--- config.mk ---
export PLATFORM = sky130hd
export DESIGN_NAME = pc_sequencer_flat
export DESIGN_NICKNAME = d
export VERILOG_FILES = /design/src/rtl/pc_sequencer_if.sv /design/src/rtl/pc_sequencer.sv /design/src/flat_wrapper.sv
export SDC_FILE = /design/constraint.sdc
export NUM_CORES = 1
export LEC_CHECK = 0
export ABC_AREA = 0
export CAP_MARGIN = 20
export CORE_AREA = 3 3 86 88
export CTS_BUF_LIST = sky130_fd_sc_hd__clkbuf_16
export DETAILED_ROUTE_END_ITERATION = 16
export DIE_AREA = 0 0 89 91
export PLACE_DENSITY = 0.9
export SLEW_MARGIN = 25
export SYNTH_ARGS = -nofsm -noshare
export SYNTH_HDL_FRONTEND = slang
export SYNTH_SLANG_ARGS = --single-unit
--- constraint.sdc ---
create_clock -name clk -period 2.97 [get_ports clk]
set_clock_uncertainty 0.1 [all_clocks]
set_input_delay 0.4455 -clock clk [delete_from_list [all_inputs] [get_ports clk]]
set_output_delay 0.4455 -clock clk [all_outputs]
set_load 0.005 [all_outputs]
--- src/rtl/pc_sequencer_if.sv ---
// pc_sequencer_if: decode/hazard/CP0 requests into the PC sequencer and its PC/pipeline-register controls.
interface pc_sequencer_if;
  logic [31:0] cur_pc;
  logic        hazard_stall;
  logic        br_taken;
  logic [31:0] br_target;
  logic        jmp_req;
  logic [31:0] jmp_target;
  logic        exc_req;
  logic        eret_req;
  logic [31:0] epc;
  logic        md_start;
  logic        md_is_div;
  logic        d_uses_md;
  logic [31:0] next_pc;
  logic        pc_en;
  logic        fd_en;
  logic        fd_clr;
  logic        de_clr;
  logic        stall;
  logic        md_busy;
  modport master (
    output cur_pc, hazard_stall, br_taken, br_target, jmp_req, jmp_target,
           exc_req, eret_req, epc, md_start, md_is_div, d_uses_md,
    input  next_pc, pc_en, fd_en, fd_clr, de_clr, stall, md_busy
  );
  modport slave (
    input  cur_pc, hazard_stall, br_taken, br_target, jmp_req, jmp_target,
           exc_req, eret_req, epc, md_start, md_is_div, d_uses_md,
    output next_pc, pc_en, fd_en, fd_clr, de_clr, stall, md_busy
  );
endinterface

--- src/rtl/pc_sequencer.sv ---
// pc_sequencer: fetch PC selection, F/D and D/E enables/flushes, and the multiply/divide busy counter.
module pc_sequencer #(
  parameter logic [31:0] RESET_PC    = 32'h0000_3000,
  parameter logic [31:0] EXC_VECTOR  = 32'h0000_4180,
  parameter int          MULT_CYCLES = 5,
  parameter int          DIV_CYCLES  = 10
) (
  input logic           clk,
  input logic           reset,
  pc_sequencer_if.slave bus
);
  localparam logic [0:0] IDLE = 1'b0;
  localparam logic [0:0] BUSY = 1'b1;
  logic [0:0] md_state, md_state_nx;
  logic [3:0] md_cnt, md_cnt_nx, md_load;
  logic       busy, stl, redirect;
  assign md_load = 4'((bus.md_is_div ? DIV_CYCLES : MULT_CYCLES) - 1);
  always_comb begin
    md_state_nx = md_state;
    md_cnt_nx   = md_cnt;
    if (bus.md_start) begin
      md_state_nx = BUSY;
      md_cnt_nx   = md_load;
    end else if (md_state == BUSY) begin
      md_state_nx = md_cnt == 4'd0 ? IDLE : BUSY;
      md_cnt_nx   = md_cnt == 4'd0 ? 4'd0 : md_cnt - 4'd1;
    end
  end
  always_ff @(posedge clk or posedge reset) begin
    if (reset) begin
      md_state <= IDLE;
      md_cnt   <= 4'd0;
    end else begin
      md_state <= md_state_nx;
      md_cnt   <= md_cnt_nx;
    end
  end
  // exception and eret redirect the PC even through a stall
  assign busy     = ~reset & (md_state == BUSY);
  assign stl      = ~reset & (bus.hazard_stall | (bus.d_uses_md & (busy | bus.md_start)));
  assign redirect = bus.exc_req | bus.eret_req;
  assign bus.md_busy = busy;
  assign bus.stall   = stl;
  assign bus.next_pc = reset        ? RESET_PC :
                       bus.exc_req  ? EXC_VECTOR :
                       bus.eret_req ? bus.epc :
                       stl          ? bus.cur_pc :
                       bus.br_taken ? bus.br_target :
                       bus.jmp_req  ? bus.jmp_target :
                                      bus.cur_pc + 32'd4;
  assign bus.pc_en  = reset | ~stl | redirect;
  assign bus.fd_en  = bus.pc_en;
  assign bus.fd_clr = reset | redirect;
  assign bus.de_clr = reset | bus.exc_req | (stl & ~bus.eret_req);
endmodule

--- src/flat_wrapper.sv ---
// flat-port wrapper written by rule: the top's interface ports become plain ports
module pc_sequencer_flat 
#(
  parameter logic [31:0] RESET_PC    = 32'h0000_3000,
  parameter logic [31:0] EXC_VECTOR  = 32'h0000_4180,
  parameter int          MULT_CYCLES = 5,
  parameter int          DIV_CYCLES  = 10
)
  (clk, reset, bus_cur_pc, bus_hazard_stall, bus_br_taken, bus_br_target, bus_jmp_req, bus_jmp_target, bus_exc_req, bus_eret_req, bus_epc, bus_md_start, bus_md_is_div, bus_d_uses_md, bus_next_pc, bus_pc_en, bus_fd_en, bus_fd_clr, bus_de_clr, bus_stall, bus_md_busy);
  pc_sequencer_if bus_i ();
  input logic clk;
  input logic reset;
  input wire logic [$bits(bus_i.cur_pc)-1:0] bus_cur_pc;
  input wire logic [$bits(bus_i.hazard_stall)-1:0] bus_hazard_stall;
  input wire logic [$bits(bus_i.br_taken)-1:0] bus_br_taken;
  input wire logic [$bits(bus_i.br_target)-1:0] bus_br_target;
  input wire logic [$bits(bus_i.jmp_req)-1:0] bus_jmp_req;
  input wire logic [$bits(bus_i.jmp_target)-1:0] bus_jmp_target;
  input wire logic [$bits(bus_i.exc_req)-1:0] bus_exc_req;
  input wire logic [$bits(bus_i.eret_req)-1:0] bus_eret_req;
  input wire logic [$bits(bus_i.epc)-1:0] bus_epc;
  input wire logic [$bits(bus_i.md_start)-1:0] bus_md_start;
  input wire logic [$bits(bus_i.md_is_div)-1:0] bus_md_is_div;
  input wire logic [$bits(bus_i.d_uses_md)-1:0] bus_d_uses_md;
  output wire logic [$bits(bus_i.next_pc)-1:0] bus_next_pc;
  output wire logic [$bits(bus_i.pc_en)-1:0] bus_pc_en;
  output wire logic [$bits(bus_i.fd_en)-1:0] bus_fd_en;
  output wire logic [$bits(bus_i.fd_clr)-1:0] bus_fd_clr;
  output wire logic [$bits(bus_i.de_clr)-1:0] bus_de_clr;
  output wire logic [$bits(bus_i.stall)-1:0] bus_stall;
  output wire logic [$bits(bus_i.md_busy)-1:0] bus_md_busy;
  assign bus_i.cur_pc = bus_cur_pc;
  assign bus_i.hazard_stall = bus_hazard_stall;
  assign bus_i.br_taken = bus_br_taken;
  assign bus_i.br_target = bus_br_target;
  assign bus_i.jmp_req = bus_jmp_req;
  assign bus_i.jmp_target = bus_jmp_target;
  assign bus_i.exc_req = bus_exc_req;
  assign bus_i.eret_req = bus_eret_req;
  assign bus_i.epc = bus_epc;
  assign bus_i.md_start = bus_md_start;
  assign bus_i.md_is_div = bus_md_is_div;
  assign bus_i.d_uses_md = bus_d_uses_md;
  assign bus_next_pc = bus_i.next_pc;
  assign bus_pc_en = bus_i.pc_en;
  assign bus_fd_en = bus_i.fd_en;
  assign bus_fd_clr = bus_i.fd_clr;
  assign bus_de_clr = bus_i.de_clr;
  assign bus_stall = bus_i.stall;
  assign bus_md_busy = bus_i.md_busy;
  pc_sequencer #(.RESET_PC(RESET_PC), .EXC_VECTOR(EXC_VECTOR), .MULT_CYCLES(MULT_CYCLES), .DIV_CYCLES(DIV_CYCLES)) u_core (.clk(clk), .reset(reset), .bus(bus_i));
endmodule
==> run summary <==
CP endpoint kind = output pin
Post-synthesis sequential element count = 5
Routed WL = 15.1 mm
Most common cell in the synthesized netlist = nor2_1
Post-route clock period utilization = 101%
Max cap viols = 0
Vias per inst = 6.42
Worst path buffer plus inverter count = 3
Peak Freq = 334 MHz
Sum Neg Setup Slack = -0.0216 ns
CTS Buf Count = 3
Die width = 89 um
Initial antenna violation count = 0
Mapped Nets = 519
Area of the die = 0.00810 sq mm
Worst-skew pair later-pin latency = 0.23 ns
Mean Syn Cell Area = 6.34 sq um
Avg WL per Cell = 21.5 um
Synth Flop Type = dfrtp_1
Drt drc = 0
Crit-path max FO = 2
Die height = 91 um
CP Cell Sequence = dlygate4sd2_1 > nand4_1 > buf_4 > or3_4 > or4_4 > a21oi_2 > o311a_1 > dlygate4sd2_1
Yosys cell types = 62
Synth top area share = 6.46%
Cts hold-fix bufs = 0
Critical path class = in -> out
Count of input and output buffers = 175
Post-synth top area cell = a21oi_1
Largest net degree at the start of global routing = 29
Worst r2r path cells = 6
Clock sink count = 5
Register area = 125 sq um
Failing checks = negative setup slack
Routed vias = 4510
Placer Congestion = 0.946
Rel. slew slack = 73.1%
Maximum clock insertion buffer count = 2
Top cells by count, synth = nor2_1, nand2_1, a21oi_1
CTS HTree Levels = 1
Root Buffer = clkbuf_16
Multi-input gate area = 0.00229 sq mm
Syn-to-layout area delta = 119%
# IOs = 176
Async SR Flop Fraction = 100%
CTS tree = yes
Final nets = 763
Post-Syn Instances = 379
Run status = complete, but fails checks
Max rail drop VDD = 0.300 mV
Slowest stage delay, CP = 0.42 ns
# rows = 30
Setup violations, final = 1
EDFF count, synth = 0
PwrDens = 199 mW/mm^2
Layout cells sized above 1 = 24.4%
CORE AREA = 0.00672 sq mm
CP startpoint kind = input pin
Tmin final = 2.99 ns
Crit path arrival time = 2.45 ns
Hold slack final = 0.385 ns
GRT Overall Usage = 34.4%
Pleak = 2.34 nW
Initial core utilization = 35.7%
Number of global-route vias before repair = 4611
Initial DRC count = 452
Mapped Area = 0.00240 sq mm
Clock transition at the registers of the reported paths = 0.03 ns
Slowest cell on crit path = or4_4
Top delay family on crit path = simple AND/OR/NAND/NOR gates
HPWL after detailed placement = 10.5 mm
Tightest Pin Transition = 0.399 ns
Final hold violation count = 0
Largest cells by area after synthesis = a21oi_1, dfrtp_1, nor2_1, nand2_1, mux2i_1
GRT Residual Overflow = 0
Hold Path Class = in -> async
Cell repeated most along the worst path = dlygate4sd2_1
Pins Over Slew Limit = 0
Yosys warns = 0
First-pass GRT wire length = 22.4 mm
CP Depth = 8
Setup ws final = -0.0216 ns
Post-DRT Antenna Nets = 0
Filler instances = 444
Critical path required time = 2.42 ns
Router iterations before antenna repair = 5
Register area share after synthesis = 5.21%
==> through the flow <==
step / std cells / worst slack, ns / utilization [%] / power (mW) / area [sq um]
floorplan: 379 / 0.517 / - / 0.350 / 2400
global placement: 681 / -0.407 / 70.5 / 0.743 / 4740
detailed placement: 681 / -0.472 / 70.5 / 0.764 / 4740
CTS: 698 / -0.0535 / 76.5 / 1.01 / 5140
global route: 702 / -0.0473 / 78.3 / 1.10 / 5260
finish: 703 / -0.0216 / 78.3 / 1.05 / 5260
==> final timing paths <==
check                                         to             start  slack [ns]
max in group asynchronous       u_core.md_cnt[0]             reset        2.17
worst min register to register  u_core.md_cnt[1]  u_core.md_cnt[1]        0.47
worst min-delay path            u_core.md_cnt[2]             reset        0.38
worst max-delay path             bus_next_pc[17]     bus_cur_pc[8]       -0.02
worst max register to register  u_core.md_cnt[0]  u_core.md_cnt[0]        1.25
min in group clk                u_core.md_cnt[1]  u_core.md_cnt[1]        0.47
==> what timing repair did <==
action	CTS	global route
pin swaps	13	14
gates resized for setup	102	42
setup buffers	12	3
endpoints found under the setup margin	32	19
gates cloned	1	1
==> power breakdown <==
| part | internal (mW) | leakage, nW | switching, mW |
|---|---|---|---|
| registers | 0.0812 | 0.0575 | 0.0141 |
| clock network | 0.174 | 0.0423 | 0.0429 |
| logic | 0.407 | 2.24 | 0.330 |
| total | 0.662 | 2.34 | 0.387 |
==> kinds of logic (layout without fill, tap and decap cells) <==
| logic type | count (synthesis) | in the layout | share of synthesized area (%) |
|---|---|---|---|
| compound gates | 143 | 143 | 40.9 |
| xor+xnor | 9 | 9 | 3.28 |
| fa+ha+maj | 2 | 2 | 1.04 |
| buf+inv | 48 | 291 | 8.96 |
| flops | 5 | 5 | 5.21 |
| mux | 13 | 13 | 5.52 |
| other cells | 0 | 1 | 0 |
| simple gates | 159 | 159 | 35.1 |
==> area by class of cell <==
cell class | count | area share, %
Clock inverter | 1 | 0.0713
Multi-Input combinational cell | 326 | 43.5
Antenna cell | 1 | 0.0476
Tap cell | 80 | 1.90
Inverter | 15 | 1.17
Timing Repair Buffer | 272 | 49.5
Sequential cell | 5 | 2.38
Clock buffer | 3 | 1.43
==> flip-flops by register name (all words and copies together) (netlist names) <==
signal	flops
u_core.md_cnt	4
u_core.md_state	1
==> worst min-delay path: stages <==
cell and delay (ns):
dlygate4sd2_1 0.26, buf_6 0.16, inv_1 0.22
==> routing by layer <==
layer  vias to the layer above  share of wire [%]  global-route usage [%]
met2                       366                 48                    58.7
met1                      2107                 35                    39.9
li1                       1949                  -                       -
met4                         0                5.6                    17.5
met3                        88                 11                    6.62
met5                         -                  0                       0
==> placed cells by master, fill, tap and decap left out, types with 5 or more instances in the layout <==
cell and n:
a21o_1 6, a21oi_1 29, a31oi_1 7, and3_1 10
buf_12 6, buf_4 78, buf_6 9, clkbuf_2 5
clkdlybuf4s50_1 119, dfrtp_1 5, dlygate4sd2_1 31, dlymetal6s2s_1 14
inv_1 14, mux2i_1 10, nand2_1 31, nand2b_1 12
nand3_1 17, nand4_1 10, nor2_1 30, nor3_2 6
o211ai_1 11, o21a_1 6, o21ai_0 17, o22ai_1 12
xor2_1 5
No activity file was read; power rests on OpenSTA's default activity.
